### config.mk
export PLATFORM = sky130hd
export DESIGN_NAME = dvp_rgb565_capture
export DESIGN_NICKNAME = d
export VERILOG_FILES = /design/src/rtl/capture_pkg.sv /design/src/rtl/dvp_byte_packer.sv /design/src/rtl/dvp_rgb565_capture.sv
export SDC_FILE = /design/constraint.sdc
export NUM_CORES = 1
export LEC_CHECK = 0
export BUFFER_PORTS_ARGS = -buffer_cell sky130_fd_sc_hd__buf_2
export CORE_MARGIN = 4
export CORE_UTILIZATION = 60
export CTS_BUF_LIST = sky130_fd_sc_hd__clkbuf_4 sky130_fd_sc_hd__clkbuf_8 sky130_fd_sc_hd__clkbuf_16
export CTS_CLUSTER_SIZE = 28
export DETAILED_ROUTE_END_ITERATION = 8
export PLACE_DENSITY_LB_ADDON = 0.15
export SLEW_MARGIN = 20
export SYNTH_ARGS = -nofsm -noshare
export SYNTH_HDL_FRONTEND = slang
export SYNTH_SLANG_ARGS = --single-unit
### constraint.sdc
create_clock -name clk -period 2.95 [get_ports clk]
set_input_delay 0.59 -clock clk [delete_from_list [all_inputs] [get_ports clk]]
set_output_delay 0.59 -clock clk [all_outputs]
set_load 0.02 [all_outputs]
### src/rtl/capture_pkg.sv
// Shared types and defaults for the DVP RGB565 capture front end.
package capture_pkg;

    typedef enum logic [1:0] {
        IDLE,
        SKIP,
        ACTIVE
    } cap_state_t;

    localparam int DEF_H_ACTIVE    = 1280;
    localparam int DEF_V_ACTIVE    = 720;
    localparam int DEF_SKIP_FRAMES = 10;
    localparam int RGB565_W        = 16;

endpackage

### src/rtl/dvp_byte_packer.sv
// Pairs DVP bytes into RGB565 words; pix_stb is combinational so the parent
// can register pixel and framing flags in the same edge.
module dvp_byte_packer
    import capture_pkg::*;
(
    input  logic                clk,
    input  logic                rst_n,
    input  logic                en,
    input  logic                clr,
    input  logic                href,
    input  logic [7:0]          din,
    output logic                pix_stb,
    output logic [RGB565_W-1:0] pix_data
);

    logic       phase;
    logic [7:0] hi_byte;

    always_ff @(posedge clk or negedge rst_n) begin
        if (!rst_n) begin
            phase   <= 1'b0;
            hi_byte <= 8'h00;
        end else begin
            if (!en || clr || !href)
                phase <= 1'b0;
            else
                phase <= ~phase;
            if (en && !clr && href && !phase)
                hi_byte <= din;
        end
    end

    // A frame restart on a phase-1 byte drops the half-built pixel.
    assign pix_stb  = en & ~clr & href & phase;
    assign pix_data = {hi_byte, din};

endmodule

### src/rtl/dvp_rgb565_capture.sv
// OV5640 DVP capture: frame skipping, RGB565 packing and sop/eop framing.
// Define CAPTURE_FRAME_CHECK_EN to enable the frame_err malformed-frame check.
module dvp_rgb565_capture
    import capture_pkg::*;
#(
    parameter int H_ACTIVE    = DEF_H_ACTIVE,
    parameter int V_ACTIVE    = DEF_V_ACTIVE,
    parameter int SKIP_FRAMES = DEF_SKIP_FRAMES
) (
    input  logic                clk,
    input  logic                rst_n,
    input  logic                cfg_done,
    input  logic                vsync,
    input  logic                href,
    input  logic [7:0]          din,
    output logic [RGB565_W-1:0] pixel,
    output logic                pixel_vld,
    output logic                sop,
    output logic                eop,
    output logic                frame_err
);

    localparam int HW = $clog2(H_ACTIVE + 1);
    localparam int VW = $clog2(V_ACTIVE + 1);
    localparam logic [HW-1:0] H_LAST = HW'(H_ACTIVE - 1);
    localparam logic [HW-1:0] H_END  = HW'(H_ACTIVE);
    localparam logic [VW-1:0] V_LAST = VW'(V_ACTIVE - 1);
    localparam logic [VW-1:0] V_END  = VW'(V_ACTIVE);
    localparam logic [7:0]    SKIP_N = 8'(SKIP_FRAMES);

    cap_state_t state;
    logic [7:0] skip_cnt;
    logic       vs_r, vs_d, href_r, href_d;
    logic [7:0] din_r;
    logic [HW-1:0] h_cnt;
    logic [VW-1:0] v_cnt;

    logic vs_rise, href_fall, active, frame_start;
    logic pix_stb, emit, emit_first, emit_last;
    logic [RGB565_W-1:0] pix_data;

    always_ff @(posedge clk or negedge rst_n) begin
        if (!rst_n) begin
            vs_r   <= 1'b0;
            vs_d   <= 1'b0;
            href_r <= 1'b0;
            href_d <= 1'b0;
            din_r  <= 8'h00;
        end else begin
            vs_r   <= vsync;
            vs_d   <= vs_r;
            href_r <= href;
            href_d <= href_r;
            din_r  <= din;
        end
    end

    assign vs_rise   = vs_r & ~vs_d;
    assign href_fall = href_d & ~href_r;
    assign active    = cfg_done && (state == ACTIVE);
    // The vs_rise that ends skipping is also the first captured frame start.
    assign frame_start = cfg_done && vs_rise &&
                         ((state == ACTIVE) || (state == SKIP && skip_cnt == SKIP_N));

    always_ff @(posedge clk or negedge rst_n) begin
        if (!rst_n) begin
            state    <= IDLE;
            skip_cnt <= 8'd0;
        end else if (!cfg_done) begin
            state    <= IDLE;
            skip_cnt <= 8'd0;
        end else begin
            case (state)
                IDLE: begin
                    state    <= SKIP;
                    skip_cnt <= 8'd0;
                end
                SKIP: begin
                    if (vs_rise) begin
                        if (skip_cnt == SKIP_N)
                            state <= ACTIVE;
                        else
                            skip_cnt <= skip_cnt + 1'b1;
                    end
                end
                ACTIVE:  state <= ACTIVE;
                default: state <= IDLE;
            endcase
        end
    end

    dvp_byte_packer u_packer (
        .clk      (clk),
        .rst_n    (rst_n),
        .en       (active),
        .clr      (frame_start),
        .href     (href_r),
        .din      (din_r),
        .pix_stb  (pix_stb),
        .pix_data (pix_data)
    );

    // h_cnt saturates at all-ones (never below H_ACTIVE) so long lines stay suppressed.
    always_ff @(posedge clk or negedge rst_n) begin
        if (!rst_n) begin
            h_cnt <= '0;
            v_cnt <= '0;
        end else if (frame_start || !active) begin
            h_cnt <= '0;
            v_cnt <= '0;
        end else if (href_fall) begin
            h_cnt <= '0;
            if (h_cnt != '0 && v_cnt != V_END)
                v_cnt <= v_cnt + 1'b1;
        end else if (pix_stb && h_cnt != '1) begin
            h_cnt <= h_cnt + 1'b1;
        end
    end

    assign emit       = pix_stb && (h_cnt < H_END) && (v_cnt < V_END);
    assign emit_first = emit && (h_cnt == '0) && (v_cnt == '0);
    assign emit_last  = emit && (h_cnt == H_LAST) && (v_cnt == V_LAST);

    always_ff @(posedge clk or negedge rst_n) begin
        if (!rst_n) begin
            pixel     <= '0;
            pixel_vld <= 1'b0;
            sop       <= 1'b0;
            eop       <= 1'b0;
        end else begin
            pixel_vld <= emit;
            sop       <= emit_first;
            eop       <= emit_last;
            if (emit)
                pixel <= pix_data;
        end
    end

`ifdef CAPTURE_FRAME_CHECK_EN
    logic frm_open;
    logic err_trunc, err_line;

    assign err_trunc = active && vs_rise && frm_open;
    assign err_line  = active && href_fall && (h_cnt != '0) && (h_cnt != H_END) &&
                       (v_cnt < V_END);

    always_ff @(posedge clk or negedge rst_n) begin
        if (!rst_n) begin
            frm_open  <= 1'b0;
            frame_err <= 1'b0;
        end else begin
            frame_err <= err_trunc | err_line;
            if (!active || frame_start)
                frm_open <= 1'b0;
            else if (emit_last)
                frm_open <= 1'b0;
            else if (emit_first)
                frm_open <= 1'b1;
        end
    end
`else
    assign frame_err = 1'b0;
`endif

endmodule

==> results.md <==
* Outcome: finished, final reports clean
* Worst Setup Start Kind: flop
* Placed cell areas at between 0.003 and 0.004 sq mm
* Max IR drop VDD at around 440 uV
* Crit path buf inv count at 0
* Nets at 348
* Cells after Synth at approximately 290
* Die height at 82.6 um
* Detailed Routing Iterations Pass 1 at 4
* Layout cells sized above 1 at between 20 and 30%
* CTS sink cnt at a little over 70
* Clk_lat worst skew at between 0.3 and 0.4 ns
* Final Max Slew Viols at 0
* Number of distinct library cells after synthesis at 57
* CP delay by family, top: simple AND/OR/NAND/NOR gates
* Slowest CP cell: or4_4
* Syn Std Cell Area at between 0.003 and 0.004 sq mm
* Crit Path Class: reg -> reg
* Initial antenna violation count at 0
* Initial Utilization at about 64%
* Post-synthesis mux area share at around a tenth
* CTS buffer count at 9
* Dpl cells at around 390
* Reg clk slew, reported paths at roughly 0.080 ns
* Post-synth top area cell: dfrtp_1
* XOR/XNOR share of the synthesized area at 0.262%
* Placer Congestion at between 0.8 and 0.9
* R2R Setup Slk at roughly 0.9 ns
* Vias/cell at about 6.0
* Final hold viol count at 0
* Antenna cells at 0
* WP data required at 3.17 ns
* CTS Buffer Depth at 2
* Number of flops mapped to enable cells by yosys at 0
* Normalized max-slew margin at between 40 and 50%
* Total negative slack at 0 ns
* DRT Wirelength at 6.15 mm
* Max Cap Viol at 0
* Synth Area in Compound Gates at 11.9%
* Initial DRC count at 109
* Via Count at around 2.4k
* CTS Root Cell: clkbuf_8
* Fin crit period at 2.05 ns
* Core Rows at 26
* RSZ-0062 raised after global routing: false
* Synth Area in Adders at under 10%
* Post-CTS sizing at 0
* First-pass GRT wire length at about 11 mm
* Synth Register Bits at 71
* Post-detail-place hpwl at between 4 and 5 mm
* Pwr Total at 2.24 mW
* Detail Route Antenna Nets at 0
* Die area at about 0.0068 sq mm
* Wire per inst at 15.3 um
* Worst min path class: in -> reg
* Post-CTS Hold Buffers at 0
* Register area share after synthesis at between 50 and 60%
* Worst-path maximum fanout at 7
* Core Box Area at ~0.0052 sq mm
* Synth warn at 0
* Worst-path cell chain: or4_4, o311ai_4, and2_4, mux2_1
* Die W at between 80 and 90 um
* Largest family of logic cells by synthesized area: simple AND/OR/NAND/NOR gates
* Area Overhead vs Synth at 13.1%
* Setup bufs post-CTS at 0
* H-Tree Depth at 3
* Finished Layout Cells at ~400
* Synth async-reset ratio at 100%
* Final instance area at roughly 0.0038 sq mm
* Gr usage total at between 20% and 30%
* IO Pins at 33
* Share of the synthesized area in the top cell type at a little over half
* Pwr/cell area at ~590 mW/mm^2
* Post-Syn Nets at around 300
* PortBufs at 31
* Fmax at 0.489 GHz
* Leakage Power at around 1.8 nW
* Worst setup EP type: flop
* CTS tree: built
* Least-Margin Pin Slew at about 0.86 ns
* Simple-gate portion of the synthesized area at between 10% and 20%
* Vias in the first global route at approximately 2.3k
* Fin crit share at a little over two thirds
* Fin Clk Skew at 0.00550 ns
* Syn avg cell area at 11.6 sq um
* Pin count of the biggest net entering global routing at around 70
* CP arrival at 2.27 ns
* Ranking of synthesized cells by area: dfrtp_1 53%, mux2_2 8.1%, ha_1 3.4%
* Global route overflow at 0
* Main synth FF type: dfrtp_1
* Final setup fails at 0
* Drt drc at 0
* Critical path's largest stage delay at roughly 0.57 ns
logic make-up after synthesis:
| group | after synthesis |
|---|---|
| flops | 71 |
| mux | 32 |
| other cells | 1 |
| simple gates | 99 |
| fa+ha+maj | 9 |
| compound gates | 52 |
| buf+inv | 22 |
| xor+xnor | 1 |
flip-flops by register name (all words and copies together) (netlist names):
name and flops:
pixel 16, h_cnt 11, v_cnt 10, din_r 8, skip_cnt 8, u_packer.hi_byte 8, state 2, eop 1
href_d 1, href_r 1, pixel_vld 1, sop 1, u_packer.phase 1, vs_d 1, vs_r 1
cells in the mapped netlist (all sizes together), types with 2 or more instances:
cell / number
dfrtp: 71
mux2: 25
nand3: 20
nand2: 18
inv: 14
a21oi: 11
o31ai: 10
ha: 9
or4: 9
nor4: 8
o21ai: 8
or3: 8
and3: 7
mux2i: 7
buf: 6
nor2: 6
nand4: 5
o311ai: 5
o211ai: 4
and2: 3
nor2b: 3
nor3: 3
o41ai: 3
a311oi: 2
clkbuf: 2
nand2b: 2
nor3b: 2
o21a: 2
or2: 2
or3b: 2
placed cells by master (no fill, tap or decap), types with 6 or more instances in the layout:
| cell | synthesis | layout |
|---|---|---|
| nor2_1 | 6 | 6 |
| nand2_1 | 17 | 17 |
| ha_1 | 9 | 9 |
| nor4_1 | 7 | 7 |
| clkbuf_8 | 0 | 9 |
| nand3_1 | 19 | 19 |
| buf_2 | 5 | 31 |
| inv_1 | 14 | 14 |
| mux2i_1 | 7 | 7 |
| o21ai_0 | 7 | 7 |
| mux2_2 | 24 | 24 |
| or3_1 | 7 | 7 |
| and3_1 | 6 | 6 |
| o31ai_1 | 10 | 10 |
| dfrtp_1 | 71 | 71 |
| a21oi_1 | 11 | 11 |
| or4_1 | 6 | 6 |
worst paths after layout:
| path | to | startpoint | cells past startpoint |
|---|---|---|---|
| worst min-delay path | vs_r$_DFF_PN0_ | vsync | 1 |
| max in group asynchronous | u_packer.hi_byte[4]$_DFFE_PN0P_ | rst_n | 2 |
| worst max-delay path | skip_cnt[0]$_DFFE_PN0P_ | skip_cnt[4]$_DFFE_PN0P_ | 4 |
| worst max register to register | skip_cnt[0]$_DFFE_PN0P_ | skip_cnt[4]$_DFFE_PN0P_ | 4 |
| worst min register to register | vs_d$_DFF_PN0_ | vs_r$_DFF_PN0_ | 0 |
| min in group asynchronous | h_cnt[1]$_DFFE_PN0P_ | rst_n | 2 |
where the power goes:
group	leakage [nW]	internal, mW	total [mW]	switching [mW]
logic	0.714	0.160	0.365	0.205
registers	0.950	1.06	1.11	0.0510
clock network	0.0956	0.391	0.757	0.366
metrics by stage:
stage	hold WS, ns	util [%]	setup slack, ns
after floorplan	0.294	-	1.03
after global placement	0.400	68.4	0.895
final	0.353	72.2	0.904
after CTS	0.335	72.2	0.891
after detailed placement	0.398	68.4	0.836
after global routing	0.335	72.2	0.780
cell type report:
class                      instances  area (sq um)
multi-input combinational        194          1470
clock inverter                     7          72.6
inverter                          14          52.6
sequential                        71          1780
tap                               70          87.6
fill                             375          1460
clock buffer                       9           124
timing repair buffer              36           193
layer usage:
metal	GRT usage (%)	up-vias	share of wire, %
li1	-	1153	-
met4	9.48	0	1.4
met1	27.3	1164	47
met5	0	-	0
met2	31.4	64	47
met3	4.01	9	4.8
Note: power is estimated with default switching activity, not from simulation.
